==> src/rtl/gl_bram_arbiter.sv <==
// gl_bram_arbiter: shares one BRAM read port between single-word fetch reads and
// multi-word decode operand bursts, tagging each returned word with its requester.
module gl_bram_arbiter #(
    parameter int WIDTH     = 32,
    parameter int LEN_WIDTH = 5,
    parameter int ADDR_STEP = 4
) (
    input  logic                 i_clk,
    input  logic                 i_reset_n,
    input  logic                 i_f_req,
    input  logic [WIDTH-1:0]     i_f_addr,
    output logic                 o_f_valid,
    output logic [WIDTH-1:0]     o_f_data,
    output logic                 o_fetch_stall,
    input  logic                 i_d_req,
    input  logic [WIDTH-1:0]     i_d_addr,
    input  logic [LEN_WIDTH-1:0] i_d_len,
    output logic                 o_d_busy,
    output logic                 o_d_valid,
    output logic                 o_d_last,
    output logic [WIDTH-1:0]     o_d_data,
    output logic                 o_bram_en,
    output logic [WIDTH-1:0]     o_bram_addr,
    input  logic [WIDTH-1:0]     i_bram_dout
);
    typedef enum logic [1:0] {IDLE, FETCH, BURST, DRAIN} state_t;

    state_t               r_state, w_next;
    logic                 r_en, r_src, r_busy, r_fair;
    logic                 r_f_valid, r_d_valid, r_d_last;
    logic [WIDTH-1:0]     r_addr;
    logic [LEN_WIDTH-1:0] r_cnt;
    logic                 w_elig, w_issue_f, w_issue_d, w_burst_end;

    // a burst is only eligible once any owed fairness fetch has been served
    assign w_elig      = i_d_req & (i_d_len != '0) & ~r_fair;
    assign w_burst_end = (r_state == BURST) && (r_cnt == '0);

    always_comb begin
        w_next    = r_state;
        w_issue_f = 1'b0;
        w_issue_d = 1'b0;
        case (r_state)
            IDLE, FETCH: begin
                if (w_elig) begin
                    w_next    = BURST;
                    w_issue_d = 1'b1;
                end else if (i_f_req) begin
                    w_next    = FETCH;
                    w_issue_f = 1'b1;
                end else begin
                    w_next = IDLE;
                end
            end
            BURST:   w_next = w_burst_end ? DRAIN : BURST;
            default: w_next = IDLE;
        endcase
    end

    always_ff @(posedge i_clk or negedge i_reset_n) begin
        if (!i_reset_n) begin
            r_state   <= IDLE;
            r_en      <= 1'b0;
            r_src     <= 1'b0;
            r_busy    <= 1'b0;
            r_fair    <= 1'b0;
            r_f_valid <= 1'b0;
            r_d_valid <= 1'b0;
            r_d_last  <= 1'b0;
            r_addr    <= '0;
            r_cnt     <= '0;
        end else begin
            r_state   <= w_next;
            r_f_valid <= r_en & ~r_src;
            r_d_valid <= r_en & r_src;
            r_d_last  <= w_burst_end;
            if (w_issue_d) begin
                r_addr <= i_d_addr;
                r_en   <= 1'b1;
                r_src  <= 1'b1;
                r_cnt  <= i_d_len - 1'b1;
                r_busy <= 1'b1;
            end else if (w_issue_f) begin
                r_addr <= i_f_addr;
                r_en   <= 1'b1;
                r_src  <= 1'b0;
                r_fair <= 1'b0;
            end else if (r_state == BURST) begin
                if (r_cnt != '0) begin
                    r_addr <= r_addr + WIDTH'(ADDR_STEP);
                    r_cnt  <= r_cnt - 1'b1;
                end else begin
                    r_en <= 1'b0;
                end
            end else if (r_state == DRAIN) begin
                r_en   <= 1'b0;
                r_busy <= 1'b0;
                r_fair <= i_f_req;
            end else begin
                r_en   <= 1'b0;
                r_fair <= 1'b0;
            end
        end
    end

    assign o_fetch_stall = i_f_req & ~w_issue_f;
    assign o_f_valid     = r_f_valid;
    assign o_d_valid     = r_d_valid;
    assign o_d_last      = r_d_last;
    assign o_d_busy      = r_busy;
    assign o_bram_en     = r_en;
    assign o_bram_addr   = r_addr;
    assign o_f_data      = i_bram_dout;
    assign o_d_data      = i_bram_dout;
endmodule
==> config.mk <==
export PLATFORM = sky130hd
export DESIGN_NAME = gl_bram_arbiter
export DESIGN_NICKNAME = d
export VERILOG_FILES = /design/src/rtl/gl_bram_arbiter.sv
export SDC_FILE = /design/constraint.sdc
export NUM_CORES = 1
export LEC_CHECK = 0
export ABC_AREA = 1
export CAP_MARGIN = 30
export CORE_UTILIZATION = 44
export CTS_CLUSTER_DIAMETER = 60
export DETAILED_ROUTE_END_ITERATION = 10
export GPL_TIMING_DRIVEN = 0
export HOLD_SLACK_MARGIN = 0.03
export PLACE_DENSITY = 0.88
export SKIP_LAST_GASP = 1
export SLEW_MARGIN = 25
export SYNTH_ARGS = -nofsm -noshare
export SYNTH_HDL_FRONTEND = slang
export SYNTH_SLANG_ARGS = --single-unit
==> constraint.sdc <==
create_clock -name i_clk -period 4 [get_ports i_clk]
set_input_delay 1.2 -clock i_clk [delete_from_list [all_inputs] [get_ports i_clk]]
set_output_delay 1.2 -clock i_clk [all_outputs]
set_load 0.01 [all_outputs]
# Word level (Yosys, flattened, before mapping)
# Index checks and enable logic that the tools add are counted.
dict set report totals {
  regBits 46
  output_inout_bits 102
}
dict set report op_classes {
  n_eq_ne 7
  reduce_logical 16
  mux 30
  n_addsub 3
  n_bitwise 9
}
# cell count
set op_table {}
lappend op_table {{$mux 32} 4}
lappend op_table {{$add 32x3->32 const B} 1}
lappend op_table {{$mux 1} 20}
lappend op_table {{$mux 5} 4}
lappend op_table {{$reduce_bool 5->1} 2}
lappend op_table {{$sub 5x1->5 const B} 2}
lappend op_table {{$reduce_bool 2->1} 4}
lappend op_table {{$reduce_and 3->1} 2}
lappend op_table {{$reduce_bool 3->1} 2}
lappend op_table {{$and 1x1->1} 5}
lappend op_table {{$logic_not 5->1} 1}
lappend op_table {{$eq 2x2->1 const B} 2}
lappend op_table {{$ne 2x2->1 const B} 2}
lappend op_table {{$ne 4x4->1 const B} 1}
lappend op_table {{$not 1->1} 4}
lappend op_table {{$pmux 2 s2} 1}
lappend op_table {{$reduce_and 2->1} 2}
lappend op_table {{$eq 2x1->1 const B} 1}
lappend op_table {{$logic_not 2->1} 1}
lappend op_table {{$mux 2} 1}
lappend op_table {{$ne 2x1->1 const B} 1}
lappend op_table {{$reduce_or 2->1} 1}
lappend op_table {{$logic_and 1x1->1} 1}

# Depth between registers and ports, before layout
dict set report logic_depth {
  word_depth 7
  depth_mapped 12
  ltp_nobuf 12
}

# Worst setup path after synthesis
# No wires, ideal clock.
dict set report synth_path {
  path_kind {in2out}
  from {input port i_d_req}
  to {output port o_fetch_stall}
  stages 7
  n_path_buf 1
  t_arrival_ps 1957
  t_required_ps 2800
  path_slack_ps 843
  cell_sequence {inv_1 -> nor2_4 -> nand2_2 -> nand2_4 -> inv_2 -> buf_2 -> nor2_1}
}
dict set report synth_between {
  elab_chain_cells 6
}
# item line_no
set synth_rtl {}
lappend synth_rtl {{from (decl)} 15} ;# input logic i_d_req,
lappend synth_rtl {{$and 1x1->1 (2 in series)} 36} ;# assign w_elig = i_d_req & (i_d_len != '0) & ~r_fair;
lappend synth_rtl {{$mux 1} 45} ;# if (w_elig) begin
lappend synth_rtl {{$mux 1} 43} ;# case (r_state)
lappend synth_rtl {{$not 1->1} 106} ;# assign o_fetch_stall = i_f_req & ~w_issue_f;
lappend synth_rtl {{$and 1x1->1} 106}
lappend synth_rtl {{to (decl)} 14} ;# output logic o_fetch_stall,
# No other way between the ends.

# Final worst setup path
dict set report layout_path {
  from {input port i_d_len[4]}
  to {output port o_fetch_stall}
}
dict set report layout_between {
  elab_chain_cells 7
}
# item line_no
set layout_rtl {}
lappend layout_rtl {{from (decl)} 17} ;# input logic [LEN_WIDTH-1:0] i_d_len,
lappend layout_rtl {{$reduce_bool 5->1} 36}
lappend layout_rtl {{$and 1x1->1 (2 in series)} 36}
lappend layout_rtl {{$mux 1} 45}
lappend layout_rtl {{$mux 1} 43}
lappend layout_rtl {{$not 1->1} 106}
lappend layout_rtl {{$and 1x1->1} 106}
# No other way between the ends.

==> results.cfg <==
[status]
status = complete, no violations

[detailed_routing]
via_count = 4364
wl_per_cell_um = 14.5
postRouteAntennaNets = 0
drc = 0
wl_um = 12700
drtIter0Drc = 162
routed_via_density = 4.95
dr.pass1.iters = 5

[global_route]
grt_util_all_layers = 0.268
grtUsageMet3 = 0.0482
grtUsageMet1 = 0.333
gr-usage-met2 = 0.481
antenna_found_initial = 0
overflow = 0
grt_pass1_wl_um = 20500
grt-busiest-layer = met2
grt_start_max_net_pins = 47
grt_pass1_vias = 4283

[timing]
fin_setup_tns_ns = 0
drv_slew = 0
max_freq_mhz = 275
tightestPinTransition_ns = 0.614
relSlewSlack = 0.591
finClkSkew_ns = 0.0147
finalCritPeriodShare = 0.909
grt_setup_unrepaired = no
setup_viol = 0
fin_crit_ns = 3.64
hold_viol = 0

[placed_design]
gp_congestion = 0.892
dp_cells = 873
dp_hpwl_um = 10400
place.port_buffers = 174

[pwr]
p_int_uw = 1810
p_sw_uw = 1680
p_per_area_nw_per_um2 = 582
combPwrFrac = 0.639
clkPwrFrac = 0.086
p_leak_uw = 0.00286
p_seq_frac = 0.275
switching_share = 0.481
peakVddDrop_uv = 330

[cts]
cts_tree = built
cts.path.max_buffers = 2
clk_latency_ns = 0.31
cts_max_level = 2
cts.clk_slew.worst_paths_ns = 0.09
cts-hold-fix-buffers = 0
numCtsBuffers = 5
cts.sinks = 46
cts_root_buf = clkbuf_8

[yosys]
synthesis.instances = 591
synth.largest_area_cell = dfrtp_1
yosys.area.top_type_share = 0.288
yosys_warnings = 0
synthArstFlopShare = 1.00
synth_flop_cell = dfrtp_1
syn_area_per_cell_um2 = 6.75
synth.ff_latch_count = 46
yosysUniqueCellTypes = 44
syn_area_um2 = 3990
yosysSeqAreaShare = 0.288
syn_nets = 698
synth_edf_count = 0
synth_area_leaders = dfrtp_1, nand2_1, buf_4, nor2_1, inv_1

[flow_run]
max_cap_violations = 0

[die]
core_um2 = 8760
pin_count = 207
dieArea_um2 = 9450
fp-row-count = 34
dieHeight_um = 97.2
start_util = 0.455
die-width_um = 97.2

[setup_path]
crit_buf_inv = 3
worstReg2RegEnd = o_bram_addr[16]
max_stage_delay_ns = 0.46
cp_top_family = buffers and inverters
reg2reg_from = o_bram_addr[2]
critPathKind = in2out
setup.worst_path.start = i_d_len[4]
cp-end-kind = output pin
worstRegToRegCells = 10
worst-path-stages = 8
critPathMaxFanout = 12
worstPathArrival_ns = 2.44
cp_slowest_cell = clkdlybuf4s50_1
cp_data_required_time_ns = 2.80
start_kind = input port
critical_path.cell_chain = clkdlybuf4s50_1 -> nor2_2 -> nand3_4 -> nand2_2 -> nand2_4 -> inv_8 -> nor2_1 -> dlymetal6s2s_1
regToRegSetupSlack_ns = 2.15
cp-endpoint = o_fetch_stall

[final_layout]
finalNetCount = 880
fin_cells = 882
fillers = 780
n_antenna_cell = 0
synthToLayoutAreaGrowth_pct = 49.9
layout-drive-gt1-share = 0.180

[hold_path]
hold_path_class = reg2reg
kinds of logic after synthesis:
group / Yosys count / synth area share
and+or+nand+nor: 341 / 0.391
buffers and inverters: 135 / 0.206
AOI/OAI and AO/OA: 61 / 0.0947
DFF: 46 / 0.288
xor gates and xnor gates: 6 / 0.0132
adders and majority gates: 2 / 0.00627
cells in the final DEF, fill, tap and decap left out, types with 6 or more instances in the layout:
| master | instances |
|---|---|
| o21ai_0 | 19 |
| nor2_1 | 68 |
| nand3_1 | 29 |
| nor2_2 | 7 |
| nor3_1 | 7 |
| buf_4 | 70 |
| clkdlybuf4s50_1 | 172 |
| nand2_1 | 191 |
| a21oi_1 | 12 |
| nand4_1 | 8 |
| o211ai_1 | 6 |
| inv_2 | 8 |
| inv_1 | 47 |
| dfrtp_1 | 46 |
| a21oi_2 | 6 |
| nand2_2 | 7 |
power groups by stage:
stage	Sequential (uW)	Clock, uW	Combinational (uW)
detailed placement	957	0	2210
CTS	950	309	2230
floorplan	970	0	1300
finish	956	299	2230
global route	988	322	2450
global placement	952	0	2160
what timing repair did:
action	CTS	global route
hold endpoints to repair	0	0
gates resized for setup	2	3
pin swaps	1	1
setup endpoints to repair	1	1
buffers inserted	2	0
state kept, by name, indices dropped and copies added, names as in the netlist:
signal	cells
r_src	1
o_d_valid	1
o_d_last	1
o_bram_addr	32
r_fair	1
o_d_busy	1
o_bram_en	1
r_cnt	5
o_f_valid	1
r_state	2
cell usage after synthesis (8+ instances only):
library cell	count
o21ai_0	19
inv_1	47
a21oi_1	12
nor2_2	8
nor2_1	68
inv_2	9
dfrtp_1	46
buf_4	67
nand3_1	29
nand2_1	191
nand4_1	8
area by class of cell:
class | count | area, um^2 | share of cell area
multi-input combinational | 410 | 2020 | 0.338
timing repair buffer | 176 | 1760 | 0.294
sequential | 46 | 1150 | 0.193
buffer | 76 | 587 | 0.0981
inverter | 58 | 238 | 0.0398
tap | 108 | 135 | 0.0226
clock buffer | 5 | 68.8 | 0.0115
clock inverter | 3 | 21.3 | 0.00356
metal layers:
metal | vias up | part of all wire
li1 | 2159 | -
met1 | 1993 | 0.42
met2 | 191 | 0.49
met3 | 21 | 0.073
met4 | 0 | 0.017
met5 | - | 0
how the worst min path moves through the flow:
stage / to / cells after the start / startpoint / slack [ns]
after floorplan: o_f_valid / 1 / r_src / 0.42
after global placement: o_f_valid / 1 / r_src / 0.43
after detailed placement: o_f_valid / 1 / r_src / 0.44
after CTS: o_f_valid / 1 / r_src / 0.46
after global routing: o_f_valid / 1 / r_src / 0.49
final: o_f_valid / 1 / r_src / 0.46
stage by stage:
| stage | hold WS [ns] | utilization | instance area [um^2] | setup WS [ns] | power [uW] |
|---|---|---|---|---|---|
| 6_report | 0.458 | 0.682 | 5980 | 0.365 | 3480 |
| 3_3_place_gp | 0.432 | 0.669 | 5870 | -0.244 | 3120 |
| 3_5_place_dp | 0.444 | 0.669 | 5860 | -0.262 | 3170 |
| 2_1_floorplan | 0.423 | - | 3990 | 0.843 | 2270 |
| 5_1_grt | 0.485 | 0.682 | 5980 | 0.295 | 3760 |
| 4_1_cts | 0.459 | 0.681 | 5970 | 0.0227 | 3490 |
Note: power is estimated with default switching activity, not from simulation.
